$ cat src/rtl/core_pkg.sv
// Shared encodings for the 32-bit core: ALU control codes, instruction classes,
// field positions, decode-stage state and the bundle handed to execute.
package core_pkg;

  localparam logic [3:0] ALU_MV0   = 4'h0;
  localparam logic [3:0] ALU_MV1   = 4'h1;
  localparam logic [3:0] ALU_MV2   = 4'h2;
  localparam logic [3:0] ALU_MV3   = 4'h3;
  localparam logic [3:0] ALU_SHRA  = 4'h4;
  localparam logic [3:0] ALU_SHRL  = 4'h5;
  localparam logic [3:0] ALU_ROR   = 4'h6;
  localparam logic [3:0] ALU_SHL   = 4'h7;
  localparam logic [3:0] ALU_ROL   = 4'h8;
  localparam logic [3:0] ALU_NOT   = 4'h9;
  localparam logic [3:0] ALU_XOR   = 4'hA;
  localparam logic [3:0] ALU_OR    = 4'hB;
  localparam logic [3:0] ALU_AND   = 4'hC;
  localparam logic [3:0] ALU_SUB   = 4'hD;
  localparam logic [3:0] ALU_ADD   = 4'hE;
  localparam logic [3:0] ALU_PASSB = 4'hF;

  localparam logic [1:0] CLS_R   = 2'b00;
  localparam logic [1:0] CLS_I   = 2'b01;
  localparam logic [1:0] CLS_MEM = 2'b10;
  localparam logic [1:0] CLS_CTL = 2'b11;

  localparam logic [3:0] OP_BRZ  = 4'h0;
  localparam logic [3:0] OP_HALT = 4'hF;

  localparam int CLS_MSB   = 31;
  localparam int CLS_LSB   = 30;
  localparam int OP_MSB    = 29;
  localparam int OP_LSB    = 26;
  localparam int RD_MSB    = 25;
  localparam int RD_LSB    = 21;
  localparam int RS_MSB    = 20;
  localparam int RS_LSB    = 16;
  localparam int RT_MSB    = 15;
  localparam int RT_LSB    = 11;
  localparam int IMM16_MSB = 15;
  localparam int IMM8_MSB  = 7;

  typedef enum logic [1:0] {RUN, STALL, HALTED} state_t;

  typedef struct packed {
    logic [3:0]  alu_ctrl;
    logic [31:0] a;
    logic [31:0] b;
    logic [4:0]  rd;
    logic        wr_en;
    logic        mem_rd;
    logic        mem_wr;
    logic [31:0] store_data;
    logic        branch;
  } ex_bundle_t;

  // Byte-move ops (mv0..mv3) take their A operand from the destination register.
  function automatic logic is_mv(input logic [3:0] op);
    return (op[3:2] == 2'b00);
  endfunction

endpackage

$ cat src/rtl/decode_stage_operand_fwd.sv
// Resolves one source register: r0 is zero, then EX forward, then MEM forward,
// then the register-file read.
module operand_fwd (
  input  logic [4:0]  r,
  input  logic [31:0] rf_data,
  input  logic        ex_fwd_valid,
  input  logic [4:0]  ex_fwd_rd,
  input  logic [31:0] ex_fwd_data,
  input  logic        mem_fwd_valid,
  input  logic [4:0]  mem_fwd_rd,
  input  logic [31:0] mem_fwd_data,
  output logic [31:0] val
);

  always_comb begin
    if (r == 5'd0)
      val = '0;
    else if (ex_fwd_valid && (ex_fwd_rd == r))
      val = ex_fwd_data;
    else if (mem_fwd_valid && (mem_fwd_rd == r))
      val = mem_fwd_data;
    else
      val = rf_data;
  end

endmodule

$ cat src/rtl/decode_stage.sv
// Decode stage: field decode, operand forwarding, load-use stall, flush and halt.
//   state  | meaning
//   RUN    | accepting and issuing one instruction per cycle
//   STALL  | bubble issued for a load-use hazard; held instruction re-offered
//   HALTED | halt issued; no further acceptance until reset
module decode_stage
  import core_pkg::*;
(
  input  logic        clk,
  input  logic        rst,
  input  logic        if_valid,
  input  logic [31:0] if_instr,
  output logic        if_ready,
  output logic [4:0]  rf_raddr0,
  output logic [4:0]  rf_raddr1,
  output logic [4:0]  rf_raddr2,
  input  logic [31:0] rf_rdata0,
  input  logic [31:0] rf_rdata1,
  input  logic [31:0] rf_rdata2,
  input  logic        ex_fwd_valid,
  input  logic [4:0]  ex_fwd_rd,
  input  logic [31:0] ex_fwd_data,
  input  logic        mem_fwd_valid,
  input  logic [4:0]  mem_fwd_rd,
  input  logic [31:0] mem_fwd_data,
  input  logic        flush,
  input  logic        ex_hold,
  output logic        ex_valid,
  output logic [3:0]  ex_alu_ctrl,
  output logic [31:0] ex_a,
  output logic [31:0] ex_b,
  output logic [4:0]  ex_rd,
  output logic        ex_wr_en,
  output logic        ex_mem_rd,
  output logic        ex_mem_wr,
  output logic [31:0] ex_store_data,
  output logic        ex_branch,
  output logic        halted
);

  logic [1:0]  cls;
  logic [3:0]  op;
  logic [4:0]  rd, rs, rt;
  logic [15:0] imm16;
  logic [7:0]  imm8;
  logic [31:0] val_rs, val_rt, val_rd;

  assign cls   = if_instr[CLS_MSB:CLS_LSB];
  assign op    = if_instr[OP_MSB:OP_LSB];
  assign rd    = if_instr[RD_MSB:RD_LSB];
  assign rs    = if_instr[RS_MSB:RS_LSB];
  assign rt    = if_instr[RT_MSB:RT_LSB];
  assign imm16 = if_instr[IMM16_MSB:0];
  assign imm8  = if_instr[IMM8_MSB:0];

  assign rf_raddr0 = rs;
  assign rf_raddr1 = rt;
  assign rf_raddr2 = rd;

  operand_fwd u_fwd_rs (
    .r(rs), .rf_data(rf_rdata0),
    .ex_fwd_valid(ex_fwd_valid), .ex_fwd_rd(ex_fwd_rd), .ex_fwd_data(ex_fwd_data),
    .mem_fwd_valid(mem_fwd_valid), .mem_fwd_rd(mem_fwd_rd), .mem_fwd_data(mem_fwd_data),
    .val(val_rs)
  );

  operand_fwd u_fwd_rt (
    .r(rt), .rf_data(rf_rdata1),
    .ex_fwd_valid(ex_fwd_valid), .ex_fwd_rd(ex_fwd_rd), .ex_fwd_data(ex_fwd_data),
    .mem_fwd_valid(mem_fwd_valid), .mem_fwd_rd(mem_fwd_rd), .mem_fwd_data(mem_fwd_data),
    .val(val_rt)
  );

  operand_fwd u_fwd_rd (
    .r(rd), .rf_data(rf_rdata2),
    .ex_fwd_valid(ex_fwd_valid), .ex_fwd_rd(ex_fwd_rd), .ex_fwd_data(ex_fwd_data),
    .mem_fwd_valid(mem_fwd_valid), .mem_fwd_rd(mem_fwd_rd), .mem_fwd_data(mem_fwd_data),
    .val(val_rd)
  );

  ex_bundle_t dec;
  logic       use_rs, use_rt, use_rd, is_halt;

  always_comb begin
    dec     = '0;
    use_rs  = 1'b0;
    use_rt  = 1'b0;
    use_rd  = 1'b0;
    is_halt = 1'b0;
    case (cls)
      CLS_R: begin
        dec.alu_ctrl = op;
        dec.rd       = rd;
        dec.wr_en    = (rd != 5'd0);
        dec.b        = val_rs;
        dec.a        = is_mv(op) ? val_rd : val_rt;
        use_rs       = 1'b1;
        use_rt       = !is_mv(op);
        use_rd       = is_mv(op);
      end
      CLS_I: begin
        dec.alu_ctrl = op;
        dec.rd       = rd;
        dec.wr_en    = (rd != 5'd0);
        use_rs       = 1'b1;
        if (is_mv(op)) begin
          dec.a  = val_rd;
          dec.b  = {24'd0, imm8};
          use_rd = 1'b1;
        end else begin
          dec.a = {16'd0, imm16};
          dec.b = val_rs;
        end
      end
      CLS_MEM: begin
        dec.alu_ctrl = ALU_ADD;
        dec.rd       = rd;
        dec.a        = {{16{imm16[15]}}, imm16};
        dec.b        = val_rs;
        use_rs       = 1'b1;
        if (op[3]) begin
          dec.mem_wr     = 1'b1;
          dec.store_data = val_rd;
          use_rd         = 1'b1;
        end else begin
          dec.mem_rd = 1'b1;
          dec.wr_en  = (rd != 5'd0);
        end
      end
      default: begin
        if (op == OP_BRZ) begin
          dec.alu_ctrl = ALU_PASSB;
          dec.a        = {{16{imm16[15]}}, imm16};
          dec.b        = val_rs;
          dec.branch   = 1'b1;
          use_rs       = 1'b1;
        end else if (op == OP_HALT) begin
          is_halt = 1'b1;
        end
      end
    endcase
  end

  state_t     state;
  ex_bundle_t ex_q;
  logic       ex_valid_q, halted_q;
  logic       hazard, accept;

  // A load still in EX cannot forward yet; a consumer of its rd waits one cycle.
  assign hazard = if_valid && (state != HALTED) && ex_valid_q && ex_q.mem_rd &&
                  (ex_q.rd != 5'd0) &&
                  ((use_rs && (rs == ex_q.rd)) ||
                   (use_rt && (rt == ex_q.rd)) ||
                   (use_rd && (rd == ex_q.rd)));

  assign if_ready = !rst && (state != HALTED) && !hazard && !ex_hold;
  assign accept   = if_valid && if_ready;

  always_ff @(posedge clk) begin
    if (rst) begin
      state      <= RUN;
      ex_valid_q <= 1'b0;
      ex_q       <= '0;
      halted_q   <= 1'b0;
    end else if (flush) begin
      ex_valid_q <= 1'b0;
      ex_q       <= '0;
      if (state != HALTED)
        state <= RUN;
    end else if (!ex_hold) begin
      case (state)
        HALTED: begin
          ex_valid_q <= 1'b0;
          ex_q       <= '0;
        end
        default: begin
          if (hazard) begin
            ex_valid_q <= 1'b0;
            ex_q       <= '0;
            state      <= STALL;
          end else if (accept && is_halt) begin
            ex_valid_q <= 1'b0;
            ex_q       <= '0;
            halted_q   <= 1'b1;
            state      <= HALTED;
          end else if (accept) begin
            ex_valid_q <= 1'b1;
            ex_q       <= dec;
            state      <= RUN;
          end else begin
            ex_valid_q <= 1'b0;
            ex_q       <= '0;
            state      <= RUN;
          end
        end
      endcase
    end
  end

  assign ex_valid      = ex_valid_q;
  assign ex_alu_ctrl   = ex_q.alu_ctrl;
  assign ex_a          = ex_q.a;
  assign ex_b          = ex_q.b;
  assign ex_rd         = ex_q.rd;
  assign ex_wr_en      = ex_q.wr_en;
  assign ex_mem_rd     = ex_q.mem_rd;
  assign ex_mem_wr     = ex_q.mem_wr;
  assign ex_store_data = ex_q.store_data;
  assign ex_branch     = ex_q.branch;
  assign halted        = halted_q;

endmodule

$ cat config.mk
export PLATFORM = sky130hd
export DESIGN_NAME = decode_stage
export DESIGN_NICKNAME = d
export VERILOG_FILES = /design/src/rtl/core_pkg.sv /design/src/rtl/decode_stage_operand_fwd.sv /design/src/rtl/decode_stage.sv
export SDC_FILE = /design/constraint.sdc
export NUM_CORES = 1
export LEC_CHECK = 0
export CORE_MARGIN = 5
export CORE_UTILIZATION = 45
export CTS_BUF_LIST = sky130_fd_sc_hd__clkbuf_16
export DETAILED_ROUTE_END_ITERATION = 10
export HOLD_SLACK_MARGIN = 0.08
export PLACE_DENSITY_LB_ADDON = 0.1
export SLEW_MARGIN = 5
export SYNTH_ARGS = -nofsm -noshare
export SYNTH_HDL_FRONTEND = slang
export SYNTH_HIERARCHICAL = 1
export SYNTH_SLANG_ARGS = --single-unit
export TNS_END_PERCENT = 1
$ cat constraint.sdc
create_clock -name clk -period 2.35 [get_ports clk]
set_input_delay 0.47 -clock clk [delete_from_list [all_inputs] [get_ports clk]]
set_output_delay 0.47 -clock clk [all_outputs]
set_load 0.1 [all_outputs]
==> results of run 1 <==
-- cell usage in the layout (no fill, tap or decap), drive strengths merged, types with 24 or more instances in the layout --
cell,n
nand2,37
o22a,54
buf,372
a211oi,54
dlygate4sd2,24
nor3,106
nand4,50
nand3,57
xnor2,40
nor2,24
a22o,92
a311oi,42
clkdlybuf4s50,179
dfxtp,113
o21ai,142
-- per-stage QoR --
step	utilization [%]	TNS [ns]	instance area, µm²
final	76.8	-0.586	14400
after CTS	75.9	-0.451	14200
after detailed placement	72.2	-48.41	13500
after global routing	76.8	-2.11	14400
after floorplan	-	-0.781	8640
after global placement	72.2	-44.60	13500
-- worst max-delay path: cells and delay by family, from the launching register on --
family | cells | cell delay [ns]
simple gates | 3 | 0.72
flops | 1 | 0.34
buf+inv | 1 | 0.22
compound gates | 2 | 0.41
-- report_power, final --
| part | switching, mW | total [mW] | internal, mW |
|---|---|---|---|
| Combinational | 1.28 | 2.31 | 1.03 |
| Clock | 1.06 | 2.63 | 1.57 |
| Sequential | 0.0197 | 1.96 | 1.94 |
| Total | 2.36 | 6.90 | 4.54 |
-- registers in the layout (all words and copies together), names as in the netlist --
signal         count
ex_a              32
ex_alu_ctrl        4
ex_b              32
ex_branch          1
ex_mem_rd          1
ex_mem_wr          1
ex_rd              5
ex_store_data     32
ex_valid           1
ex_wr_en           1
halted             1
state              2
-- what timing repair did --
action | 4_1_cts | 5_1_grt
resized for setup | 57 | 57
pin swaps | 12 | 13
setup endpoints to repair | 42 | 39
hold buffers | 0 | 0
buffers inserted | 4 | 1
-- worst max-delay path by stage --
stage,end,slack [ns],startpoint
after floorplan,if_ready,-0.78,if_instr[29]
after CTS,if_ready,-0.33,ex_rd[2]
after global routing,if_ready,-0.31,if_instr[24]
after detailed placement,ex_a[31],-0.84,if_instr[24]
after global placement,ex_a[31],-0.77,if_instr[22]
final,if_ready,-0.24,ex_rd[2]
-- area by class of cell --
cell class | instances | area (µm²)
tap | 234 | 293
timing repair buffer | 579 | 5390
clock buffer | 17 | 425
antenna | 6 | 15.0
sequential | 113 | 2280
clock inverter | 15 | 158
fill | 1432 | 4360
inverter | 6 | 22.5
multi-input combinational | 805 | 5830
-- cell families (layout without fill, tap and decap cells) --
group / Yosys count / after routing / synth area share, %
AOI/OAI and AO/OA: 440 / 440 / 39.1
muxes: 7 / 7 / 0.816
buffers and inverters: 159 / 617 / 9.03
xor gates and xnor gates: 45 / 45 / 4.85
other: 0 / 6 / 0
DFF: 113 / 113 / 26.3
and+or+nand+nor: 313 / 313 / 19.8
-- layer usage --
layer	part of all wire [%]	up-vias	global-route usage (%)	wire length, µm
met5	0	-	0	0
met4	3.0	0	12.4	1310
met3	12	93	9.35	5340
met2	45	826	59.0	19600
met1	39	5320	50.0	17100
li1	-	5113	-	-
==> reports/results.tsv, run 1 <==
metric	value	unit
grt_max_degree	55	
max-cap-violations	0	
rrSetupSlack	0.30	ns
dp_slack	-0.839	ns
port_buffers	335	
setup_viol_count_final	10	
cp.required	1.88	ns
final_cells	1775	
cp_max_fo	2	
clkSlewWorstSetupHoldPaths	0.06	ns
gp_congestion	1.01	
path_class	flop to primary output	
rows	50	
finalCritPeriodShare	110	%
dpl.cell_count	1732	
synth_cells	1077	
yosysMostFrequentCell	o21ai_0	
syn-cell-area	0.00859	mm²
status	finished, violations left	
end_kind	primary output	
drt_pre_antenna_iters	6	
drt_wl_total	43400	µm
cts.path.max_buffers	2	
r2r-start	ex_rd[2]	
start_util	45.8	%
tritoncts	built	
rsz0062_at_grt	yes	
critPathLaunchType	flop	
synth_area_leader_cell	dfxtp_1	
power.leakage	5.49	nW
via_per_inst	6.40	
netlist.area_leader.share	26.3	%
min_path_cells	2	
dieArea	0.0220	mm²
cts.htree.levels	4	
async_flop_share	0	%
cp_slowest_cell	or4_4	
yosys_warnings	6	
clk_latency	0.43	ns
ant_nets	0	
numCtsBuffers	17	
grt_antenna_before_repair	7	
min_path_type	flop to flop	
syn_nets	1286	
coreArea	0.0188	mm²
cp_data_arrival_time	2.12	ns
slew_headroom	67.1	%
ys.flop_type	dfxtp_1	
hold_start	ex_alu_ctrl[1]	
ff2ff_path_depth	8	
worstHoldEndpoint	ex_alu_ctrl[1]	
fp.dieW	148	µm
drt_iter0_markers	1485	
period_needed	2.59	ns
hold_violations	0	
dieHeight	148	µm
grt_pass1_wl	64200	µm
gr-total-overflow	0	
syn_avg_cell_area	7.98	µm²
nNetsFinal	1731	
netlist_top_cells_area	dfxtp_1 (26%), a22o_1 (9.4%), o21ai_0 (7.4%)	
slew_viol_final	0	
setup_ws	-0.237	ns
grt_pass1_vias	10700	
max_freq	386	MHz
cp_slowest_stage_delay	0.54	ns
pwr_density_cell	479	mW/mm²
p_total	6.90	mW
ctsRootBufferMaster	clkbuf_16	
place_hpwl	33900	µm
ys_seq_area_share	26.3	%
yosys-top-cells-count	o21ai_0 (127), dfxtp_1 (113), nor3_1 (102)	
io_pins	336	
syn_to_final_growth	67.7	%
wl_per_cell	24.4	µm
ys_ff_latch	113	
peakVddDrop	0.449	mV
fin_skew	0.0136	ns
crit_chain	or4_4 -> nor2_4 -> nor3_2 -> o31a_4 -> a2111oi_4 -> buf_12	
r2r_end	ex_store_data[7]	
route.detailed.drc	0	
num_vias	11400	
synth.distinct_cells	52	
synth-edff-count	0	
fin_hold_ws	0.449	ns
worst_pin_slew	0.489	ns
layout-drive-gt1-share	33.2	%
violations	negative setup slack	
grt_use_total	37.3	%
numClockSinks	113	
Power figures use the tool's default switching activity.
==> run 2: changes to the inputs <==
--- a/config.mk
+++ b/config.mk
@@ -11,6 +11,7 @@
 export DETAILED_ROUTE_END_ITERATION = 10
 export HOLD_SLACK_MARGIN = 0.08
 export PLACE_DENSITY_LB_ADDON = 0.1
+export SETUP_SLACK_MARGIN = 0.5
 export SLEW_MARGIN = 5
 export SYNTH_ARGS = -nofsm -noshare
 export SYNTH_HDL_FRONTEND = slang
==> reports/results.tsv, run 2 (synthesis gave the netlist of run 1 again) <==
metric	value	unit	change
fill_cells	1267		was 1432
status	finished, violations left		unchanged
route.detailed.drc	0		unchanged
num_vias	11600		was 11400
seqCellArea	0.00228	mm²	unchanged
place_area	0.0135	mm²	unchanged
dieArea	0.0220	mm²	unchanged
grt_pass1_vias	10900		was 10700
critPathLaunchType	flop		unchanged
ant_nets	0		unchanged
finalCritPeriodShare	110	%	about the same
hold_start	ex_alu_ctrl[1]		unchanged
cp_slowest_stage_delay	0.54	ns	about the same
via_per_inst	6.55		was 6.40
cp_slowest_cell	or4_4		unchanged
hold_violations	0		unchanged
max-cap-violations	0		unchanged
coreArea	0.0188	mm²	unchanged
start_util	45.8	%	unchanged
clk_latency	0.42	ns	was 0.43 ns
nNetsFinal	1731		unchanged
use_met2	60.5	%	was 59.0%
crit_chain	or4_4 -> nor2_4 -> nor3_2 -> o31a_4 -> a2111oi_4 -> buf_12		unchanged
ctsRootBufferMaster	clkbuf_16		unchanged
final_cells	1775		unchanged
gr-max-usage-layer	met2		unchanged
grt_antenna_before_repair	5		was 7
worstHoldEndpoint	ex_alu_ctrl[1]		unchanged
drt_wl_total	44800	µm	was 43400 µm
cts.htree.levels	4		unchanged
place_hpwl	33900	µm	unchanged
dpl.cell_count	1732		unchanged
path_buf_inv	1		unchanged
tritoncts	built		unchanged
fp.dieW	148	µm	unchanged
cp_max_fo	2		unchanged
io_pins	336		unchanged
cp_data_arrival_time	2.12	ns	about the same
port_buffers	335		unchanged
min_path_cells	2		unchanged
use_met1	50.3	%	was 50.0%
pwr_density_cell	467	mW/mm²	was 479 mW/mm²
grt_use_total	38.0	%	was 37.3%
slew_headroom	62.8	%	was 67.1%
grt_max_degree	55		unchanged
fin_skew	0.00896	ns	was 0.0136 ns
gr-total-overflow	0		unchanged
clkSlewWorstSetupHoldPaths	0.06	ns	about the same
postCtsHoldBufs	0		unchanged
cts.path.max_buffers	2		unchanged
cpLargestDelayFamily	simple AND/OR/NAND/NOR gates		unchanged
ff2ff_path_depth	8		unchanged
syn_to_final_growth	76.2	%	was 67.7%
path_class	flop to primary output		unchanged
multi_input_area	0.00649	mm²	was 0.00583 mm²
wl_per_cell	25.2	µm	was 24.4 µm
period_needed	2.59	ns	about the same
violations	negative setup slack		unchanged
layout_commonest_cell	buf_4		unchanged
grt_use_met3	9.60	%	was 9.35%
peakVddDrop	0.428	mV	was 0.449 mV
rows	50		unchanged
end_kind	primary output		unchanged
rrSetupSlack	0.27	ns	was 0.30 ns
setup_viol_count_final	1		was 10
final_cell_mix	buf_4 (295), clkdlybuf4s50_1 (175), dfxtp_1 (108), a22o_1 (92), nor3_1 (74)		was buf_4 (321), clkdlybuf4s50_1 (179), dfxtp_1 (108), o21ai_0 (99), nor3_1 (94)
numClockSinks	113		unchanged
numCtsBuffers	17		unchanged
worst_pin_slew	0.552	ns	was 0.489 ns
drt_pre_antenna_iters	5		was 6
slew_viol_final	0		unchanged
power.leakage	5.70	nW	was 5.49 nW
cp.required	1.88	ns	about the same
final_util	80.7	%	was 76.8%
setup_ws	-0.241	ns	was -0.237 ns
min_path_type	flop to flop		unchanged
drt_iter0_markers	1316		was 1485
max_freq	386	MHz	about the same
dieHeight	148	µm	unchanged
gp_congestion	1.01		unchanged
r2r-start	ex_rd[2]		unchanged
tns	-0.241	ns	was -0.586 ns
grt_pass1_wl	65500	µm	was 64200 µm
layout-drive-gt1-share	41.0	%	was 33.2%
rsz0062_at_grt	yes		unchanged
r2r_end	ex_store_data[7]		unchanged
final_cell_area	0.0151	mm²	was 0.0144 mm²
run 2: worst max-delay path by stage:
stage	depth (start not counted)	from	slack, ns	endpoint
3_5_place_dp	11	if_instr[24]	-0.84	ex_a[31]
3_3_place_gp	11	if_instr[22]	-0.77	ex_a[31]
2_1_floorplan	7	if_instr[29]	-0.78	if_ready
4_1_cts	6	ex_rd[2]	-0.33	if_ready
6_report	6	ex_rd[2]	-0.24	if_ready
5_1_grt	6	state[1]	-0.37	if_ready
run 2: through the flow:
step / setup slack [ns] / power [mW] / hold slack [ns]
after global routing: -0.366 / 7.25 / 0.475
after detailed placement: -0.839 / 4.19 / 0.444
after floorplan: -0.781 / 3.04 / 0.460
after global placement: -0.767 / 4.18 / 0.439
after CTS: -0.330 / 6.88 / 0.450
final: -0.241 / 7.07 / 0.450
run 2: metal layers:
layer	vias to the layer above	share of wire [%]
met5	-	0
met4	0	3.3
met3	114	12
met2	862	46
met1	5513	39
li1	5129	-
run 2: area by class of cell:
class,instances,share of cell area [%]
clock buffers,17,2.81
diodes,6,0.0991
inverters,6,0.149
repair buffers,579,36.0
well taps,234,1.93
clock inverters,15,1.04
multi-input cells,805,42.9
flip-flops and latches,113,15.1
run 2: repair_timing:
| action | CTS | global route |
|---|---|---|
| setup endpoints to repair | 126 | 112 |
| gates cloned | 0 | 0 |
| resized for setup | 220 | 154 |
| pin swaps | 73 | 124 |
| buffers inserted | 4 | 1 |
run 2: where the power goes:
group,internal (mW),switching [mW]
combinational,1.11,1.37
clock,1.57,1.06
sequential,1.94,0.0199
run 2: tightest hold or removal path, stage by stage (launching register included):
cell     delay [ns]
dfxtp_1        0.31
nand2_1        0.05
o21ai_1        0.05
==> run 3: changes to the inputs <==
--- a/config.mk
+++ b/config.mk
@@ -10,8 +10,8 @@
 export CTS_BUF_LIST = sky130_fd_sc_hd__clkbuf_16
 export DETAILED_ROUTE_END_ITERATION = 10
 export HOLD_SLACK_MARGIN = 0.08
+export MAX_ROUTING_LAYER = met4
 export PLACE_DENSITY_LB_ADDON = 0.1
-export SETUP_SLACK_MARGIN = 0.5
 export SLEW_MARGIN = 5
 export SYNTH_ARGS = -nofsm -noshare
 export SYNTH_HDL_FRONTEND = slang
==> reports/results.tsv, run 3 (synthesis gave the netlist of run 1 again) <==
metric	value	unit	change
status	finished, violations left		unchanged
violations	negative setup slack		unchanged
finalCritPeriodShare	114	%	was 110%
end_kind	primary output		unchanged
cts.htree.levels	4		unchanged
grt_max_degree	71		was 55
wl_per_cell	24.8	µm	was 25.2 µm
setup_ws	-0.321	ns	was -0.241 ns
period_needed	2.67	ns	was 2.59 ns
grt_pass1_wl	65800	µm	was 65500 µm
route.detailed.drc	0		unchanged
layout-drive-gt1-share	33.5	%	was 41.0%
via_per_inst	6.49		was 6.55
rows	50		unchanged
start_util	45.8	%	unchanged
fin_skew	0.0207	ns	was 0.00896 ns
place_hpwl	34500	µm	was 33900 µm
final_cells	1786		was 1775
gp_congestion	1.02		was 1.01
worst_pin_slew	0.505	ns	was 0.552 ns
critPathLaunchType	input pin		was flop
cts.path.max_buffers	2		unchanged
final_cell_area	0.0145	mm²	was 0.0151 mm²
cp_max_fo	2		unchanged
layout_commonest_cell	buf_4		unchanged
slew_headroom	66.0	%	was 62.8%
tritoncts	built		unchanged
max_freq	374	MHz	was 386 MHz
drt_pre_antenna_iters	6		was 5
ant_nets	0		unchanged
ctsRootBufferMaster	clkbuf_16		unchanged
dpl.cell_count	1748		was 1732
place_area	0.0136	mm²	was 0.0135 mm²
min_path_type	flop to flop		unchanged
numCtsBuffers	17		unchanged
cp_data_arrival_time	2.20	ns	was 2.12 ns
dp_slack	-0.725	ns	was -0.839 ns
rsz0062_at_grt	yes		unchanged
port_buffers	335		unchanged
gr-total-overflow	0		unchanged
slew_viol_final	0		unchanged
cp.required	1.88	ns	about the same
fp.dieW	148	µm	unchanged
power.leakage	5.55	nW	was 5.70 nW
drt_iter0_markers	1348		was 1316
final_cell_mix	buf_4 (344), clkdlybuf4s50_1 (183), o21ai_0 (112), dfxtp_1 (108), nor3_1 (99)		was buf_4 (295), clkdlybuf4s50_1 (175), dfxtp_1 (108), a22o_1 (92), nor3_1 (74)
nNetsFinal	1746		was 1731
postCtsHoldBufs	0		unchanged
setup_viol_count_final	11		was 1
peakVddDrop	0.474	mV	was 0.428 mV
clkSlewWorstSetupHoldPaths	0.06	ns	about the same
hold_violations	0		unchanged
io_pins	336		unchanged
dieArea	0.0220	mm²	unchanged
grt_use_total	39.2	%	was 38.0%
coreArea	0.0188	mm²	unchanged
path_class	input pin to primary output		was flop to primary output
drt_wl_total	44400	µm	was 44800 µm
clk_latency	0.43	ns	was 0.42 ns
numClockSinks	113		unchanged
dieHeight	148	µm	unchanged
max-cap-violations	0		unchanged
syn_to_final_growth	68.8	%	was 76.2%
grt_antenna_before_repair	2		was 5
grt_pass1_vias	11100		was 10900
pwr_density_cell	491	mW/mm²	was 467 mW/mm²
num_vias	11600		about the same
==> run 3: worst paths after layout <==
kind / start / endpoint / slack (ns) / depth (start not counted)
max reg2reg: ex_rd[2] / ex_store_data[5] / 0.29 / 8
min: ex_alu_ctrl[3] / ex_alu_ctrl[3] / 0.45 / 2
max: if_instr[16] / if_ready / -0.32 / 6
min reg2reg: ex_alu_ctrl[3] / ex_alu_ctrl[3] / 0.45 / 2
==> run 3: worst max-delay path, stage by stage <==
cell             delay (ns)
clkdlybuf4s50_1        0.53
xor2_1                 0.19
nor3_2                 0.09
o31a_4                 0.36
a2111oi_4              0.33
buf_12                 0.22
==> run 3: cell type report <==
class                   instances  area [µm²]
multi-input cells             805        5810
repair buffers                594        5460
fillers                      1371        4260
flip-flops and latches        113        2280
clock buffers                  17         425
well taps                     234         293
clock inverters                15         208
inverters                       6        22.5
diodes                          2        5.00
==> run 3: metal layers <==
layer	part of all wire (%)	vias up	GRT usage, %
met5	0	-	-
met4	3.1	0	12.1
met3	12	112	9.02
met2	46	874	60.5
met1	39	5472	51.4
li1	-	5138	-
==> run 3: repair_timing <==
| action | 4_1_cts | 5_1_grt |
|---|---|---|
| endpoints found under the setup margin | 83 | 45 |
| gates resized for setup | 48 | 41 |
| buffers inserted | 4 | 0 |
| pin swaps | 8 | 5 |
==> run 3: metrics by stage <==
stage / utilization [%] / total power, mW / hold WS, ns / TNS [ns]
6_report: 77.3 / 7.13 / 0.454 / -0.678
3_3_place_gp: 72.7 / 4.21 / 0.440 / -51.45
2_1_floorplan: - / 3.04 / 0.460 / -0.781
5_1_grt: 77.3 / 7.32 / 0.482 / -2.75
4_1_cts: 76.6 / 7.05 / 0.456 / -0.371
3_5_place_dp: 72.7 / 4.22 / 0.448 / -52.95
==> run 3: power by group <==
part | internal [mW] | total [mW] | switching [mW] | leakage (nW)
Combinational | 1.05 | 2.34 | 1.29 | 4.32
Sequential | 1.94 | 1.96 | 0.0197 | 0.916
Clock | 1.79 | 2.83 | 1.05 | 0.309
Total | 4.77 | 7.13 | 2.36 | 5.55
